**config.mk**
```make
export PLATFORM = sky130hd
export DESIGN_NAME = fetch_ctrl
export DESIGN_NICKNAME = d
export VERILOG_FILES = /design/src/rtl/fetch_ctrl.sv
export SDC_FILE = /design/constraint.sdc
export NUM_CORES = 1
export LEC_CHECK = 0
export BUFFER_PORTS_ARGS = -buffer_cell sky130_fd_sc_hd__clkbuf_2
export CAP_MARGIN = 10
export CORE_MARGIN = 4
export CORE_UTILIZATION = 45
export CTS_CLUSTER_DIAMETER = 60
export DETAILED_ROUTE_END_ITERATION = 16
export PLACE_DENSITY_LB_ADDON = 0.25
export SLEW_MARGIN = 20
export SYNTH_ARGS = -nofsm -noshare
export SYNTH_HDL_FRONTEND = slang
export SYNTH_SLANG_ARGS = --single-unit
```
**constraint.sdc**
```tcl
create_clock -name clk -period 6.1 [get_ports clk]
set_input_delay 0.305 -clock clk [delete_from_list [all_inputs] [get_ports clk]]
set_output_delay 0.305 -clock clk [all_outputs]
set_load 0.1 [all_outputs]
```
**src/rtl/fetch_ctrl.sv**
```systemverilog
// Instruction-fetch sequencer: drives PC load/stall, runs the I-cache refill
// handshake, squashes IF/ID on redirects, and handles halt and miss timeout.
module fetch_ctrl #(
  parameter int BITS         = 32,
  parameter int BOOT_CYCLES  = 2,
  parameter int MISS_TIMEOUT = 255
) (
  input  logic            clk,
  input  logic            rst,
  input  logic [BITS-1:0] pc_addr,
  input  logic            ic_hit,
  output logic            ic_fill_req,
  output logic [BITS-1:0] ic_fill_addr,
  input  logic            ic_fill_ack,
  input  logic            redirect,
  input  logic            stall_pipe,
  input  logic            halt,
  output logic            load_instr,
  output logic            cache_stall,
  output logic            if_valid,
  output logic            flush_ifid,
  output logic            halted,
  output logic            miss_timeout,
  output logic [15:0]     miss_count,
  output logic [2:0]      state_dbg
);

  typedef enum logic [2:0] {
    S_BOOT  = 3'd0,
    S_FETCH = 3'd1,
    S_MISS  = 3'd2,
    S_HALT  = 3'd3,
    S_ERROR = 3'd4
  } state_t;

  localparam int CW = 16;
  localparam logic [CW-1:0] BOOT_LAST = CW'(BOOT_CYCLES - 1);
  localparam logic [CW-1:0] TMO_LAST  = CW'(MISS_TIMEOUT - 1);
  localparam logic [CW-1:0] ONE       = CW'(1);

  state_t        state;
  logic [CW-1:0] cnt;

  assign state_dbg = state;

  // Refill handshake: ic_fill_req is a level held with a stable ic_fill_addr
  // from the miss-detect edge until the edge after the one-cycle ic_fill_ack
  // pulse (or a timeout / reset); acks seen in any other state are dropped.
  always_ff @(posedge clk) begin
    if (rst) begin
      state        <= S_BOOT;
      cnt          <= '0;
      ic_fill_req  <= 1'b0;
      ic_fill_addr <= '0;
      miss_timeout <= 1'b0;
      miss_count   <= '0;
    end else begin
      case (state)
        S_BOOT: begin
          if (cnt == BOOT_LAST) begin
            state <= S_FETCH;
            cnt   <= '0;
          end else begin
            cnt <= cnt + ONE;
          end
        end
        S_FETCH: begin
          if (!ic_hit) begin
            state        <= S_MISS;
            ic_fill_req  <= 1'b1;
            ic_fill_addr <= pc_addr;
            cnt          <= '0;
            if (miss_count != 16'hFFFF) miss_count <= miss_count + 16'd1;
          end else if (!stall_pipe && !redirect && halt) begin
            // a redirect in the same cycle squashes the halt behind it
            state <= S_HALT;
          end
        end
        S_MISS: begin
          if (ic_fill_ack) begin
            state       <= S_FETCH;
            ic_fill_req <= 1'b0;
          end else if (cnt == TMO_LAST) begin
            state        <= S_ERROR;
            miss_timeout <= 1'b1;
            ic_fill_req  <= 1'b0;
          end else begin
            cnt <= cnt + ONE;
          end
        end
        default: begin
          state <= state;
        end
      endcase
    end
  end

  always_comb begin
    load_instr  = 1'b0;
    cache_stall = 1'b0;
    if_valid    = 1'b0;
    flush_ifid  = 1'b0;
    halted      = 1'b0;
    case (state)
      S_FETCH: begin
        load_instr  = ic_hit;
        cache_stall = !ic_hit;
        flush_ifid  = ic_hit && !stall_pipe && redirect;
        if_valid    = ic_hit && !stall_pipe && !redirect && !halt;
      end
      S_MISS:  cache_stall = 1'b1;
      S_HALT: begin
        cache_stall = 1'b1;
        halted      = 1'b1;
      end
      S_ERROR: cache_stall = 1'b1;
      default: ;
    endcase
  end

endmodule

```
==> impl_metrics.env, run 1 <==
export IMPL_initial_core_util_pct=46.8
export IMPL_ir_drop_mv=0.154
export IMPL_worst_path_max_fanout=33
export IMPL_cp_slowest_cell="a31oi_1"
export IMPL_fin_setup_tns_ns=0
export IMPL_first_iter_violations=120
export IMPL_rsz0062_at_grt="false"
export IMPL_hold_violations=0
export IMPL_dp_final_hpwl_um=4880
export IMPL_globalplace_congestion=0.775
export IMPL_ioPinCount=97
export IMPL_postCtsSetupRepairBufs=0
export IMPL_max_stage_delay_ns=0.61
export IMPL_drive_gt1_share_pct=27.8
export IMPL_p_per_area_nw_per_um2=384
export IMPL_cts_buffers=9
export IMPL_overflow=0
export IMPL_layout_setup_ws_ns=3.66
export IMPL_cp_required_ns=6.30
export IMPL_crit_start="state_dbg[0]"
export IMPL_finalClockSkew_ns=0.00833
export IMPL_ys_seq_area_share_pct=46.0
export IMPL_max_slew_margin_rel_pct=50.0
export IMPL_die_w_um=89.7
export IMPL_area_delta_synth_final_pct=25.1
export IMPL_drt_pass1_iter_count=5
export IMPL_cts_tree="yes"
export IMPL_fin_crit_ns=2.44
export IMPL_drv_cap=0
export IMPL_vias=2721
export IMPL_synth_distinct_cells=43
export IMPL_diodes=0
export IMPL_power_leakage_nw=1.59
export IMPL_path_cells="nor2b_1, nand2_2, a31oi_1, nand4_1, xor2_1, nor2_1"
export IMPL_synth_top_area_share_pct=46.0
export IMPL_syn_inst=363
export IMPL_avgSynthCellArea_sq_um=8.27
export IMPL_synth_area_leader_cell="dfxtp_1"
export IMPL_path_delay_family="simple AND/OR/NAND/NOR gates"
export IMPL_ff2ff_path_depth=6
export IMPL_end_kind="register"
export IMPL_wl_per_cell_um=12.9
export IMPL_dr_wl_met2_um=3070
export IMPL_fp_dieH_um=89.7
export IMPL_grt_pass1_vias=2276
export IMPL_cts_resized=0
export IMPL_cts_root_buf="clkbuf_8"
export IMPL_wl_met3_um=507
export IMPL_postSynth_asyncResetShare_pct=0
export IMPL_crit_buf_inv=0
export IMPL_ys_ff_latch=69
export IMPL_syn_area_sq_um=3000
export IMPL_hold_buffers=0
export IMPL_yosys_top_cells_count="nand2_1 (74), dfxtp_1 (69), nor2_1 (43), a21oi_1 (38), xor2_1 (20)"
export IMPL_place_ws_ns=3.26
export IMPL_fp_row_count=29
export IMPL_wirelength_met1_um=3260
export IMPL_fin_nets=498
export IMPL_ys_warn_count=0
export IMPL_hold_class="in2reg"
export IMPL_final_max_slew_viol_count=0
export IMPL_max_freq_mhz=410
export IMPL_status="finished, final reports clean"
export IMPL_cp_depth=6
export IMPL_crit_end="miss_count[4]"
export IMPL_critPathLaunchType="register"
export IMPL_drc=0
export IMPL_grt_first_pass_wirelength_um=10500
export IMPL_top_layer="met4"
export IMPL_antenna_found_initial=0
export IMPL_worstPathArrival_ns=2.64
export IMPL_setup_viol=0
export IMPL_worstMarginPinSlew_ns=0.749
export IMPL_clock_sinks=69
export IMPL_clk_path_buf_depth=2
export IMPL_dieArea_sq_um=8040
export IMPL_synthTopCellsByArea="dfxtp_1 (46%), nand2_1 (9.2%), a21oi_1 (6.3%)"
export IMPL_synth_flop_cell="dfxtp_1"
export IMPL_track_usage_pct=16.7
export IMPL_core_area_sq_um=6420
export IMPL_reg2reg_to="miss_count[4]"
export IMPL_grt_max_degree=57
export IMPL_htreeDepth=3
export IMPL_clk_pin_slew_ns=0.08
export IMPL_drt_wl_total_um=6930
export IMPL_post_route_period_util_pct=40.0
export IMPL_synth_edf_count=0
export IMPL_io_buffers=96
export IMPL_reg2reg_setup_slack_ns=3.66
export IMPL_viasPerCell=5.07
export IMPL_ant_nets=0
export IMPL_reg2reg_from="state_dbg[0]"
export IMPL_yosysMostFrequentCell="nand2_1"
export IMPL_clock_latency_ns=0.34
export IMPL_syn_nets=406
export IMPL_path_class="reg2reg"
## sequential cells by signal (all words and copies together), names as in the netlist
signal        cells
miss_timeout      1
state_dbg         3
cnt              16
ic_fill_req       1
miss_count       16
ic_fill_addr     32
## per-stage QoR
step           total power, W  hold slack [ns]  util (%)  area (sq um)  instances
2_1_floorplan        0.000926            0.438         -          3000        363
3_3_place_gp         0.000994            0.442      54.6          3510        521
3_5_place_dp         0.000999            0.446      54.6          3510        521
4_1_cts               0.00146            0.156      58.4          3750        537
5_1_grt               0.00151            0.174      58.5          3760        537
6_report              0.00144            0.177      58.5          3760        537
## routing by layer
metal / global-route usage [%] / vias to the layer above
met5: 0 / -
met1: 21.2 / 1221
met2: 27.5 / 80
li1: - / 1410
met4: 6.90 / 0
met3: 3.65 / 10
## report_power, final
group	switching, W	internal, W	total (W)
Combinational	0.000367	0.0000969	0.000464
Sequential	0.0000362	0.000487	0.000523
Clock	0.000179	0.000274	0.000454
Total	0.000583	0.000858	0.00144
## cell families (layout without fill, tap and decap cells)
family          after synthesis  count (layout)  synth area share (%)
compound gates               57              57                  10.8
xor+xnor                     26              26                  7.58
fa+ha+maj                     4               4                  1.67
buf+inv                      23             120                  3.62
flops                        69              69                  46.0
mux                           1               1                 0.333
simple gates                183             183                  30.0
## worst min-delay path by stage
stage / startpoint / end / slack, ns / cells past startpoint
3_5_place_dp: ic_fill_addr[1] / ic_fill_addr[1] / 0.45 / 2
4_1_cts: pc_addr[14] / ic_fill_addr[14] / 0.16 / 3
3_3_place_gp: ic_fill_addr[6] / ic_fill_addr[6] / 0.44 / 2
6_report: pc_addr[14] / ic_fill_addr[14] / 0.18 / 3
2_1_floorplan: cnt[15] / cnt[15] / 0.44 / 1
5_1_grt: pc_addr[6] / ic_fill_addr[6] / 0.17 / 3
## placed cells by master (no fill, tap or decap), types with 3 or more instances in the layout
master / count
nand4_1: 11
a21oi_1: 38
xor2_1: 20
nor2b_1: 5
or4_4: 3
nor2_1: 43
clkbuf_2: 96
a31oi_1: 6
nand3_1: 14
bufinv_16: 3
inv_1: 6
nor4_1: 4
nand2_1: 73
clkbuf_8: 9
ha_1: 4
dfxtp_1: 69
o21ai_0: 4
xnor2_1: 6
and3_1: 6
nor3_1: 5
## layout make-up
| cell class | count | area, sq um |
|---|---|---|
| fill | 609 | 2670 |
| multi-input combinational | 271 | 1520 |
| sequential | 69 | 1380 |
| timing repair buffer | 98 | 495 |
| clock buffer | 9 | 124 |
| clock inverter | 7 | 121 |
| tap | 77 | 96.3 |
| inverter | 6 | 22.5 |
## worst reg2reg max path, cell delays in order (launching register included)
cell     delay (ns)
dfxtp_1        0.54
nor2b_1        0.32
nand2_2        0.41
a31oi_1        0.62
nand4_1        0.21
xor2_1         0.16
nor2_1         0.05
No activity file was read; power rests on OpenSTA's default activity.
==> run 2: changes to the inputs <==
ABC_AREA = 1   (was not set)
clock period = 2.5 ns   (was 6.1 ns; I/O delays follow)
==> run 2 against run 1 <==
  * Clock-buffer cell count rose by 1
  * Register-to-register slack got worse by 3.1 ns
  * Worst hold slack worse by 0.16 ns
  * Largest cell class unchanged
  * Combinational power grew to 4.8 times the previous value
  * Synthesized area up 17%
  * Critical endpoint is now cache_stall
  * First-iteration DRC count is 37% higher
  * Synthesized cell count up 45%
  * Utilization rose by 2.5 points
  * Die area increased by 15%
  * Clock skew grew 0.00091 ns
==> impl_metrics.env, run 2 <==
export IMPL_ir_drop_mv=0.726
export IMPL_viasPerCell=4.88
export IMPL_fin_nets=687
export IMPL_syn_inst=526
export IMPL_max_stage_delay_ns=0.45
export IMPL_drc=0
export IMPL_synthTopCellsByArea="dfxtp_1 (39%), nand2_1 (14%), nor2_1 (12%)"
export IMPL_end_kind="primary output"
export IMPL_cts_root_buf="clkbuf_8"
export IMPL_met1_usage_pct=25.3
export IMPL_rsz0062_at_grt="false"
export IMPL_final_max_slew_viol_count=0
export IMPL_ys_ff_latch=69
export IMPL_postSynth_asyncResetShare_pct=0
export IMPL_fin_crit_ns=2.21
export IMPL_wl_per_cell_um=13.0
export IMPL_area_delta_synth_final_pct=29.0
export IMPL_antenna_found_initial=0
export IMPL_ys_seq_area_share_pct=39.5
export IMPL_crit_end="cache_stall"
export IMPL_grt_first_pass_wirelength_um=16000
export IMPL_worst_path_max_fanout=12
export IMPL_worstMarginPinSlew_ns=0.938
export IMPL_yosysMostFrequentCell="nand2_1"
export IMPL_path_common_cell="inv_1"
export IMPL_synth_flop_cell="dfxtp_1"
export IMPL_drv_cap=0
export IMPL_critPathLaunchType="register"
export IMPL_crit_start="state_dbg[0]"
export IMPL_fin_setup_tns_ns=0
export IMPL_clk_path_buf_depth=2
export IMPL_clock_latency_ns=0.35
export IMPL_power_leakage_nw=2.12
export IMPL_finalNonFillerCells=748
export IMPL_synth_top_area_share_pct=39.5
export IMPL_reg2reg_from="state_dbg[0]"
export IMPL_dp_final_hpwl_um=6750
export IMPL_grt_pass1_vias=3548
export IMPL_fp_row_count=31
export IMPL_final_cell_mix="nand2_1 (127), nor2_1 (111), clkbuf_2 (96), dfxtp_1 (66), inv_1 (46)"
export IMPL_postCtsSetupRepairBufs=0
export IMPL_synth_distinct_cells=33
export IMPL_clk_pin_slew_ns=0.08
export IMPL_die_w_um=96.2
export IMPL_reg2reg_to="cnt[12]"
export IMPL_gr_max_usage_layer="met2"
export IMPL_path_class="reg2out"
export IMPL_final_common_cell="nand2_1"
export IMPL_track_usage_pct=22.0
export IMPL_worst_hold_slack_ns=0.0126
export IMPL_top_register="ic_fill_addr"
export IMPL_dieArea_sq_um=9250
export IMPL_path_cells="inv_1, nand3_1, inv_1, a211oi_1, inv_1, clkbuf_2"
export IMPL_drt_wl_total_um=9710
export IMPL_grt_met2_usage_pct=37.4
export IMPL_ff2ff_path_depth=10
export IMPL_dp_cells=705
export IMPL_vias=3653
export IMPL_ys_warn_count=0
export IMPL_ioPinCount=97
export IMPL_io_buffers=96
export IMPL_reg_top3="ic_fill_addr: 32 flops, cnt: 16 flops, miss_count: 16 flops"
export IMPL_total_power_w=0.00444
export IMPL_clock_sinks=69
export IMPL_max_slew_margin_rel_pct=37.4
export IMPL_synth_area_leader_cell="dfxtp_1"
export IMPL_max_freq_mhz=452
export IMPL_p_per_area_nw_per_um2=983
export IMPL_ant_nets=0
export IMPL_drive_gt1_share_pct=23.0
export IMPL_globalplace_congestion=0.883
export IMPL_diodes=0
export IMPL_hold_class="in2reg"
export IMPL_worstPathArrival_ns=2.09
export IMPL_syn_nets=569
export IMPL_synth_edf_count=0
export IMPL_setup_viol=0
export IMPL_reg2reg_setup_slack_ns=0.52
export IMPL_hold_violations=0
export IMPL_largest_register_ffs=32
export IMPL_cts_buffers=9
export IMPL_avgSynthCellArea_sq_um=6.65
export IMPL_htreeDepth=3
export IMPL_yosys_top_cells_count="nand2_1 (127), nor2_1 (111), dfxtp_1 (69), inv_1 (47), o21ai_0 (36)"
export IMPL_syn_area_sq_um=3500
export IMPL_overflow=0
export IMPL_grt_max_degree=35
export IMPL_status="finished, final reports clean"
export IMPL_fp_dieH_um=96.2
export IMPL_first_iter_violations=164
export IMPL_drt_pass1_iter_count=5
export IMPL_cp_required_ns=2.38
export IMPL_initial_core_util_pct=47.2
export IMPL_grtUsageMet3_pct=6.33
export IMPL_cts_tree="yes"
export IMPL_final_util_pct=60.9
export IMPL_core_area_sq_um=7410
export IMPL_cp_slowest_cell="clkbuf_2"
export IMPL_finalClockSkew_ns=0.00924
export IMPL_post_route_period_util_pct=88.5
[run 2: changes by cell type after synthesis, sizes merged, moves of 6 or more]
cell / previous run / this run
nand3: 14 / 31
a31oi: 6 / 0
inv: 6 / 53
nand4: 11 / 3
nand2: 74 / 131
and3: 8 / 0
o21ai: 5 / 38
nor2: 44 / 118
xor2: 20 / 8
a21oi: 39 / 30
[run 2: through the flow]
stage          instance area (sq um)  worst slack [ns]
4_1_cts                         4510             0.288
3_5_place_dp                    4060             0.581
3_3_place_gp                    4060             0.629
5_1_grt                         4510             0.175
6_report                        4510             0.287
2_1_floorplan                   3540            0.0858
[run 2: area by class of cell]
type	instances	area [sq um]
tap	99	124
clock buffer	10	138
inverter	53	203
sequential	69	1390
clock inverter	6	46.3
timing repair buffer	126	773
multi-input combinational	385	1850
fill	679	2890
[run 2: metal layers]
metal | part of all wire (%) | wire, um | up-vias
li1 | - | - | 1888
met1 | 42 | 4100 | 1625
met2 | 48 | 4700 | 112
met3 | 6.2 | 600 | 28
met4 | 3.2 | 306 | 0
met5 | 0 | 0 | -
[run 2: logic make-up (layout without fill, tap and decap cells)]
family	after synthesis	count (layout)	synth area share, %
and+or+nand+nor	295	295	35.7
AOI/OAI and AO/OA	73	73	11.4
buffers and inverters	72	195	8.69
DFF	69	69	39.5
xor gates and xnor gates	13	13	3.25
adders and majority gates	4	4	1.43
[run 2: worst min-delay path by stage]
stage	endpoint	slack (ns)	start	depth (start not counted)
5_1_grt	ic_fill_addr[31]	0.009	pc_addr[31]	3
6_report	ic_fill_addr[24]	0.01	pc_addr[24]	3
2_1_floorplan	cnt[2]	0.19	rst	1
4_1_cts	ic_fill_addr[30]	0.001	pc_addr[30]	3
3_3_place_gp	ic_fill_addr[9]	0.35	pc_addr[9]	3
3_5_place_dp	ic_fill_addr[11]	0.35	pc_addr[11]	3
[run 2: timing repair]
| item | in CTS | in global routing |
|---|---|---|
| hold buffers | 27 | 0 |
| endpoints found under the setup margin | 0 | 0 |
| resized for setup | 0 | 0 |
| endpoints found under the hold margin | 27 | 0 |
[run 2: where the power goes]
| group | leakage (nW) | switching, W | internal, W |
|---|---|---|---|
| Combinational | 1.47 | 0.00183 | 0.000395 |
| Clock | 0.0893 | 0.000462 | 0.000394 |
| Sequential | 0.561 | 0.000107 | 0.00125 |
| Total | 2.12 | 0.00240 | 0.00204 |
[run 2: worst max-delay path: cells and delay by family, from the launching register on]
family          cells  cell delay (ns)
simple gates        1             0.35
buf+inv             4             0.95
compound gates      1             0.08
flops               1             0.34
